===== src/rtl/bist_engine.sv =====
// Built-in self-test engine: an LFSR drives the external CUT, a MISR compacts its responses,
// and the signature is compared against GOLDEN. Define BIST_SIG_OUT_EN to expose the MISR as sig_out.
module bist_engine #(
  parameter int               IN_W      = 3,
  parameter int               OUT_W     = 2,
  parameter int               SIG_W     = 4,
  parameter int               PATTERNS  = 7,
  parameter logic [IN_W-1:0]  LFSR_TAPS = 3'b101,
  parameter logic [SIG_W-1:0] MISR_TAPS = 4'b1001,
  parameter logic [IN_W-1:0]  SEED      = 1,
  parameter logic [SIG_W-1:0] GOLDEN    = 4'b0011
) (
  input  logic             clock,
  input  logic             reset,
  input  logic             testmode,
  input  logic             start,
  input  logic [IN_W-1:0]  func_in,
  output logic [IN_W-1:0]  cut_in,
  input  logic [OUT_W-1:0] cut_out,
  output logic             busy,
  output logic             done,
  output logic             fault_detected
`ifdef BIST_SIG_OUT_EN
  ,
  output logic [SIG_W-1:0] sig_out
`endif
);

  localparam int CNT_W = (PATTERNS < 2) ? 1 : $clog2(PATTERNS + 1);
  // An all-zero LFSR state would lock up, so a zero seed is promoted to 1.
  localparam logic [IN_W-1:0]  SEED_EFF = (SEED == '0) ? IN_W'(1) : SEED;
  localparam logic [CNT_W-1:0] LAST_CNT = CNT_W'(PATTERNS - 1);

  typedef enum logic [1:0] {
    S_IDLE,
    S_RUN,
    S_CHECK,
    S_DONE
  } state_t;

  state_t           state;
  logic [IN_W-1:0]  lfsr;
  logic [SIG_W-1:0] misr;
  logic [CNT_W-1:0] count;

  function automatic logic [IN_W-1:0] lfsr_step(input logic [IN_W-1:0] s);
    return {s[IN_W-2:0], ^(s & LFSR_TAPS)};
  endfunction

  function automatic logic [SIG_W-1:0] misr_step(input logic [SIG_W-1:0] s,
                                                 input logic [OUT_W-1:0] r);
    return {s[SIG_W-2:0], ^(s & MISR_TAPS)} ^ SIG_W'(r);
  endfunction

  assign cut_in = testmode ? lfsr : func_in;

`ifdef BIST_SIG_OUT_EN
  // MISR only moves in RUN and is cleared on start/reset, so it already has the hold semantics.
  assign sig_out = misr;
`endif

  always_ff @(posedge clock) begin
    if (reset) begin
      state          <= S_IDLE;
      lfsr           <= SEED_EFF;
      misr           <= '0;
      count          <= '0;
      busy           <= 1'b0;
      done           <= 1'b0;
      fault_detected <= 1'b0;
    end else begin
      done <= 1'b0;
      if (!testmode) fault_detected <= 1'b0;
      case (state)
        S_IDLE: begin
          if (start && testmode) begin
            state          <= S_RUN;
            lfsr           <= SEED_EFF;
            misr           <= '0;
            count          <= '0;
            busy           <= 1'b1;
            fault_detected <= 1'b0;
          end
        end
        S_RUN: begin
          if (!testmode) begin
            state <= S_IDLE;
            busy  <= 1'b0;
          end else begin
            misr  <= misr_step(misr, cut_out);
            lfsr  <= lfsr_step(lfsr);
            count <= count + 1'b1;
            if (count == LAST_CNT) state <= S_CHECK;
          end
        end
        S_CHECK: begin
          state <= S_IDLE;
          busy  <= 1'b0;
          if (testmode) begin
            state          <= S_DONE;
            done           <= 1'b1;
            fault_detected <= (misr != GOLDEN);
          end
        end
        S_DONE: begin
          state <= S_IDLE;
        end
        default: begin
          state <= S_IDLE;
          busy  <= 1'b0;
        end
      endcase
    end
  end

endmodule


===== config.mk =====
export PLATFORM = sky130hd
export DESIGN_NAME = bist_engine
export DESIGN_NICKNAME = d
export VERILOG_FILES = /design/src/rtl/bist_engine.sv
export SDC_FILE = /design/constraint.sdc
export NUM_CORES = 1
export LEC_CHECK = 0
export BUFFER_PORTS_ARGS = -buffer_cell sky130_fd_sc_hd__buf_2
export CORE_UTILIZATION = 43
export CTS_CLUSTER_SIZE = 8
export DETAILED_ROUTE_END_ITERATION = 12
export PLACE_DENSITY = 0.73
export SLEW_MARGIN = 25
export SYNTH_ARGS = -nofsm -noshare
export SYNTH_HDL_FRONTEND = slang
export SYNTH_SLANG_ARGS = --single-unit
export TNS_END_PERCENT = 20

===== constraint.sdc =====
create_clock -name clock -period 4.65 [get_ports clock]
set_input_delay 0 -clock clock [delete_from_list [all_inputs] [get_ports clock]]
set_output_delay 0 -clock clock [all_outputs]
set_load 0.005 [all_outputs]

==> metrics, run 1 <==
Clock Tree Buf Depth=2; CTS H-tree depth=1; Clock Skews=8.37 ps; Post-DP Area=890 µm²; die area=2070 µm²; Reg power frac=0.507; max-cap violation count=0; Synth area leader=dfxtp_1; Post-synth EDFFs=0; register bit total from synthesis=15; worst hold stages=2; largest cells by area after synthesis=dfxtp_1 37%, ha_1 11%, a21oi_1 6.8%; Switch Pwr=0.0000806 W; wire length per cell=11.8 µm; HPWL Detailed=1140 µm; ANT nets after route=0; Seq/Total Area, Yosys=0.370; largest net degree at the start of global routing=19; power share of the combinational group=0.214; worst hold path class=in2reg; fin area=916 µm²; reg2reg start=state[0]$_SDFFE_PP0P_; CTS tree=yes; TNS Setup=0 ps; root buffer cell=clkbuf_4; peak supply drop=0.134 mV; initial core utilization=0.465; CTS buffer count=3; Pre-antenna DRT Iters=4; Post-Synth XOR/XNOR Area=0.0431; Final Hold Fails=0; placed insts=125; Syn Area/Cell=9.02 µm²; hold endpoint=misr[2]$_SDFFE_PP0P_; CP max stage delay=390 ps; share of post-route cells with drive strength above 1=0.221; worst path required time=4830 ps; Top-Level Pins=15; Worst Setup SP=state[0]$_SDFFE_PP0P_; Net Count, Synth=106; Starting DRT DRC Count=9; Finished Layout Cells=129; Clock Pin Slew Worst Setup and Hold Paths=90 ps; R2R depth=6; DR vias=667; reg-to-reg critical path endpoint=lfsr[0]$_SDFFE_PP1P_; drt drc=0; crit path launch type=flip-flop; post-synth top area share=0.370; status=completed; Die Wd=45.5 µm; Final Max Slew Viols=0; Max Fclk=598 MHz; Cells after Synth=90; RSZ-0062 raised after global routing=no; NumNets Final=121; first-pass GRT wire length=2660 µm; CP endpoint kind=flip-flop; P&R area growth vs syn=12.8%; post-layout total power=0.000272 W; main combinational cell family by area after synthesis=simple AND/OR/NAND/NOR gates; crit path buf inv count=1; Post-CTS Hold Fix Bufs=0; pwr/cell area=297 nW/µm²; synth unique cells=32; # rows=15; initial antenna violation count=0; Post-Synth Simple-Gate Area=0.208; Final GP Congestion=0.743; CTS resizes=0; Synth Area in Compound Gates=0.154; worst skew pair latency=290 ps; Hold Path Origin=reset; Synth Area in Adders=0.108; Core ar.=1750 µm²; port bufs=14; die height=45.5 µm; delay-heaviest family, CP=flip-flops; Pleak=0.386 nW; final worst-path cycle share=0.359; Crit Path Category=reg2reg; flop-to-flop setup slack=2980 ps; most frequent cell after synthesis=dfxtp_1; Post-Syn Area=812 µm²; DRT Wirelength=1520 µm; Diodes inserted=0; # Post-CTS Setup Buffers=0; critical path cell sequence=inv_1 > ha_1 > mux2_4 > nand3_2 > xnor2_1 > or3_1; Top FF cell, synth=dfxtp_1; post-layout min period=1670 ps; GRT overflow=0; Clk pwr share=0.280; synth cell count leaders=15 x dfxtp_1, 11 x a21oi_1, 7 x ha_1, 7 x nand2_1, 6 x inv_1; Total Routing Usage GR=0.179; mux cell area share after synthesis=0.0601; Post-synth ARST share=0; critical path arrival=1860 ps; vias in the first global route=652; YS warnings=0; Slowest cell on crit path=dfxtp_1; measured slew at the worst slew-check pin=370 ps; Setup Viol. Count Final=0; CTS sink count=15; vias per cell=5.17; WHS=49.9 ps; slew margin rel.=0.753; cell-internal power=0.000191 W; Net Sw Frac=0.296; CP Max Fanout=7
-- sequential cells by signal (all words and copies together), names as in the netlist --
signal          cells
lfsr                3
busy                1
fault_detected      1
count               3
done                1
misr                4
state               2
-- area by class of cell --
class	count	area [µm²]
clock buffer	4	26.3
multi-input combinational	65	465
timing repair buffer	14	70.1
tap	25	31.3
inverter	6	22.5
fill	174	830
sequential	15	300
-- cells by family after synthesis --
family                   after synthesis
flip-flops                            15
buffers and inverters                 10
multiplexers                           4
adder cells (fa/ha/maj)                7
AND/OR/NAND/NOR                       29
XOR/XNOR                               4
AO/OA/AOI/OAI                         21
-- routing by layer --
metal / vias up / routed length (µm) / global-route usage
met4: 0 / 20 / 0.0727
li1: 343 / - / -
met5: - / 0 / 0
met1: 305 / 733 / 0.221
met2: 15 / 694 / 0.300
met3: 4 / 67 / 0.0357
-- power by group through the flow --
stage,Combinational [W],Sequential (W),Clock [W]
5_1_grt,0.0000661,0.000139,0.0000831
2_1_floorplan,0.0000454,0.000140,0
6_report,0.0000581,0.000138,0.0000761
3_3_place_gp,0.0000565,0.000141,0
4_1_cts,0.0000586,0.000138,0.0000779
3_5_place_dp,0.0000582,0.000141,0
-- worst max-delay path by stage --
stage	endpoint	slack (ps)	depth (start not counted)
3_5_place_dp	lfsr[0]$_SDFFE_PP1P_	2970	6
6_report	lfsr[0]$_SDFFE_PP1P_	2980	6
3_3_place_gp	lfsr[0]$_SDFFE_PP1P_	3040	6
2_1_floorplan	lfsr[0]$_SDFFE_PP1P_	3070	7
5_1_grt	state[1]$_SDFFE_PP0P_	2850	6
4_1_cts	lfsr[0]$_SDFFE_PP1P_	2970	6
-- through the flow --
step	utilization	setup WS, ps
2_1_floorplan	-	3070
3_3_place_gp	0.510	3040
3_5_place_dp	0.510	2970
4_1_cts	0.525	2970
5_1_grt	0.525	2850
6_report	0.525	2980
-- cell usage in the layout, fill, tap and decap left out, drive strengths merged, types with 2 or more instances in the layout --
cell type  synthesis  routed
a21oi             11      11
a22oi              3       3
buf                2      14
clkbuf             2       4
dfxtp             15      15
ha                 7       7
inv                6       6
mux2               4       4
nand2              8       8
nand2b             2       2
nand3              2       2
nand4              3       3
nor2               5       5
o21ai              2       2
or3                3       3
xnor2              2       2
xor2               2       2
Power figures use the tool's default switching activity.
==> inputs of run 2 (changes only) <==
==> constraint.sdc (replaced) <==
create_clock -name clock -period 1.6 [get_ports clock]
set_input_delay 0 -clock clock [delete_from_list [all_inputs] [get_ports clock]]
set_output_delay 0 -clock clock [all_outputs]
set_load 0.005 [all_outputs]
==> run 2 against run 1 <==
Net effect: hold slack gained 8.2 ps; sequential share of layout area is 2.1 points lower; clock skew barely moved; setup slack worse by 2900 ps; flip-flop and latch count unchanged; final area grew 6.8%; via count rose by 1.9%; wire length down 0.13%; global-route usage shrank 0.41 points; critical endpoint unchanged; largest cell class unchanged.
==> metrics, run 2 (synthesized netlist as in run 1, its figures left out) <==
die area=2070 µm² (unchanged); drt drc=0 (unchanged); worst path required time=1770 ps (-3060 ps); CTS sink count=15 (unchanged); Die Wd=45.5 µm (unchanged); Setup Viol. Count Final=0 (unchanged); Regs by FF count=misr x4, count x3, lfsr x3; peak supply drop=0.538 mV (+300%); P&R area growth vs syn=20.5%; pwr/cell area=836 nW/µm² (+180%); share of post-route cells with drive strength above 1=0.303 (+0.0816); largest net degree at the start of global routing=19 (unchanged); port bufs=14 (unchanged); post-route worst setup slack=89.2 ps (-2890 ps); crit path launch type=flip-flop; Max Fclk=662 MHz (+11%); commonest cells after routing, fill and taps aside=15 x dfxtp_1, 14 x buf_2, 10 x a21oi_1, 7 x nand2_1; DR vias=680 (+1.9%); Pre-antenna DRT Iters=4 (unchanged); final worst-path cycle share=0.944 (+0.585); post-layout util=0.561 (+0.0358); CTS H-tree depth=1 (unchanged); Worst Setup EP=lfsr[0]$_SDFFE_PP1P_; Top-Level Pins=15 (unchanged); Final Max Slew Viols=0 (unchanged); Clock Skews=8.23 ps (-0.140 ps); CTS tree=yes; worst hold path class=in2reg; post-layout total power=0.000818 W (+200%); initial core utilization=0.465 (unchanged); Setup WS pre-CTS=26.5 ps (-2940 ps); TNS Setup=0 ps (unchanged); flop-to-flop setup slack=90 ps (-2890 ps); first-pass GRT wire length=2640 µm (-0.79%); die height=45.5 µm (unchanged); reg-to-reg critical path endpoint=lfsr[0]$_SDFFE_PP1P_; Clock Pin Slew Worst Setup and Hold Paths=90 ps (about the same); RSZ-0062 raised after global routing=no; status=completed; Final GP Congestion=0.748 (+0.79%); CP Max Fanout=7 (unchanged); post-layout min period=1510 ps (-161 ps); NumNets Final=126 (+4.1%); # Post-CTS Setup Buffers=0 (unchanged); ANT nets after route=0 (unchanged); Final Hold Fails=0 (unchanged); Worst Setup SP=state[0]$_SDFFE_PP0P_; reg2reg start=state[0]$_SDFFE_PP0P_; CP endpoint kind=flip-flop; Starting DRT DRC Count=6 (-3); most common cell after layout, fill and taps aside=dfxtp_1; Crit Path Category=reg2reg; Clock Tree Buf Depth=2 (unchanged); max-cap violation count=0 (unchanged); Biggest register=misr; critical path arrival=1680 ps (-180 ps); # rows=15 (unchanged); Core ar.=1750 µm² (unchanged); vias per cell=5.07 (-1.9%); max reg flops=4 (unchanged); fin area=978 µm² (+6.8%); GRT overflow=0 (unchanged); DRT Wirelength=1510 µm (-0.13%); CTS buffer count=3 (unchanged); root buffer cell=clkbuf_4; HPWL Detailed=1150 µm (+0.77%); vias in the first global route=657 (+0.77%); R2R depth=6 (unchanged); slew margin rel.=0.779 (+0.0253); Total Routing Usage GR=0.174 (-0.00413); Post-DP Area=927 µm² (+4.2%); Diodes inserted=0 (unchanged); measured slew at the worst slew-check pin=332 ps (-37.9 ps); worst skew pair latency=280 ps (about the same); Post-CTS Hold Fix Bufs=0 (unchanged); Pleak=0.411 nW (+6.6%); initial antenna violation count=0 (unchanged); wire length per cell=11.3 µm (-3.9%)
## run 2: worst min-delay path by stage
stage	start	endpoint	depth (start not counted)
after floorplan	reset	state[0]$_SDFFE_PP0P_	1
after global placement	func_in[2]	cut_in[2]	3
after detailed placement	func_in[2]	cut_in[2]	3
after CTS	reset	misr[2]$_SDFFE_PP0P_	2
after global routing	reset	misr[1]$_SDFFE_PP0P_	2
final	reset	misr[2]$_SDFFE_PP0P_	2
## run 2: critical path: stages (launching register included)
cell and delay, ps:
dfxtp_1 320, buf_4 140, ha_2 190, mux2_4 320
nand3_2 90, xnor2_1 60, or3_1 290
## run 2: repair_timing
action                                  4_1_cts  5_1_grt
resized for setup                             0        6
endpoints found under the setup margin        0        6
hold endpoints to repair                      0        0
## run 2: layer usage
metal | up-vias | track usage | routed length, µm
met2 | 15 | 0.314 | 759
met4 | 0 | 0.0364 | 0
met5 | - | 0 | 0
met1 | 313 | 0.211 | 690
met3 | 0 | 0.0357 | 64
li1 | 352 | - | -
## run 2: where the power goes
group          switching [W]  internal [W]  total (W)
registers         0.00000838      0.000389   0.000397
clock network       0.000114     0.0000965   0.000211
logic               0.000112     0.0000976   0.000210
total               0.000235      0.000583   0.000818
## run 2: stage by stage
stage	hold slack, ps	instances
CTS	61.0	134
floorplan	72.8	90
detailed placement	298	130
finish	58.1	134
global route	70.2	134
global placement	290	130
## run 2: area by class of cell
| type | instances | area (µm²) |
|---|---|---|
| Fill cell | 161 | 767 |
| Timing Repair Buffer | 19 | 108 |
| Tap cell | 25 | 31.3 |
| Inverter | 6 | 22.5 |
| Clock buffer | 4 | 26.3 |
| Sequential cell | 15 | 300 |
| Multi-Input combinational cell | 65 | 490 |
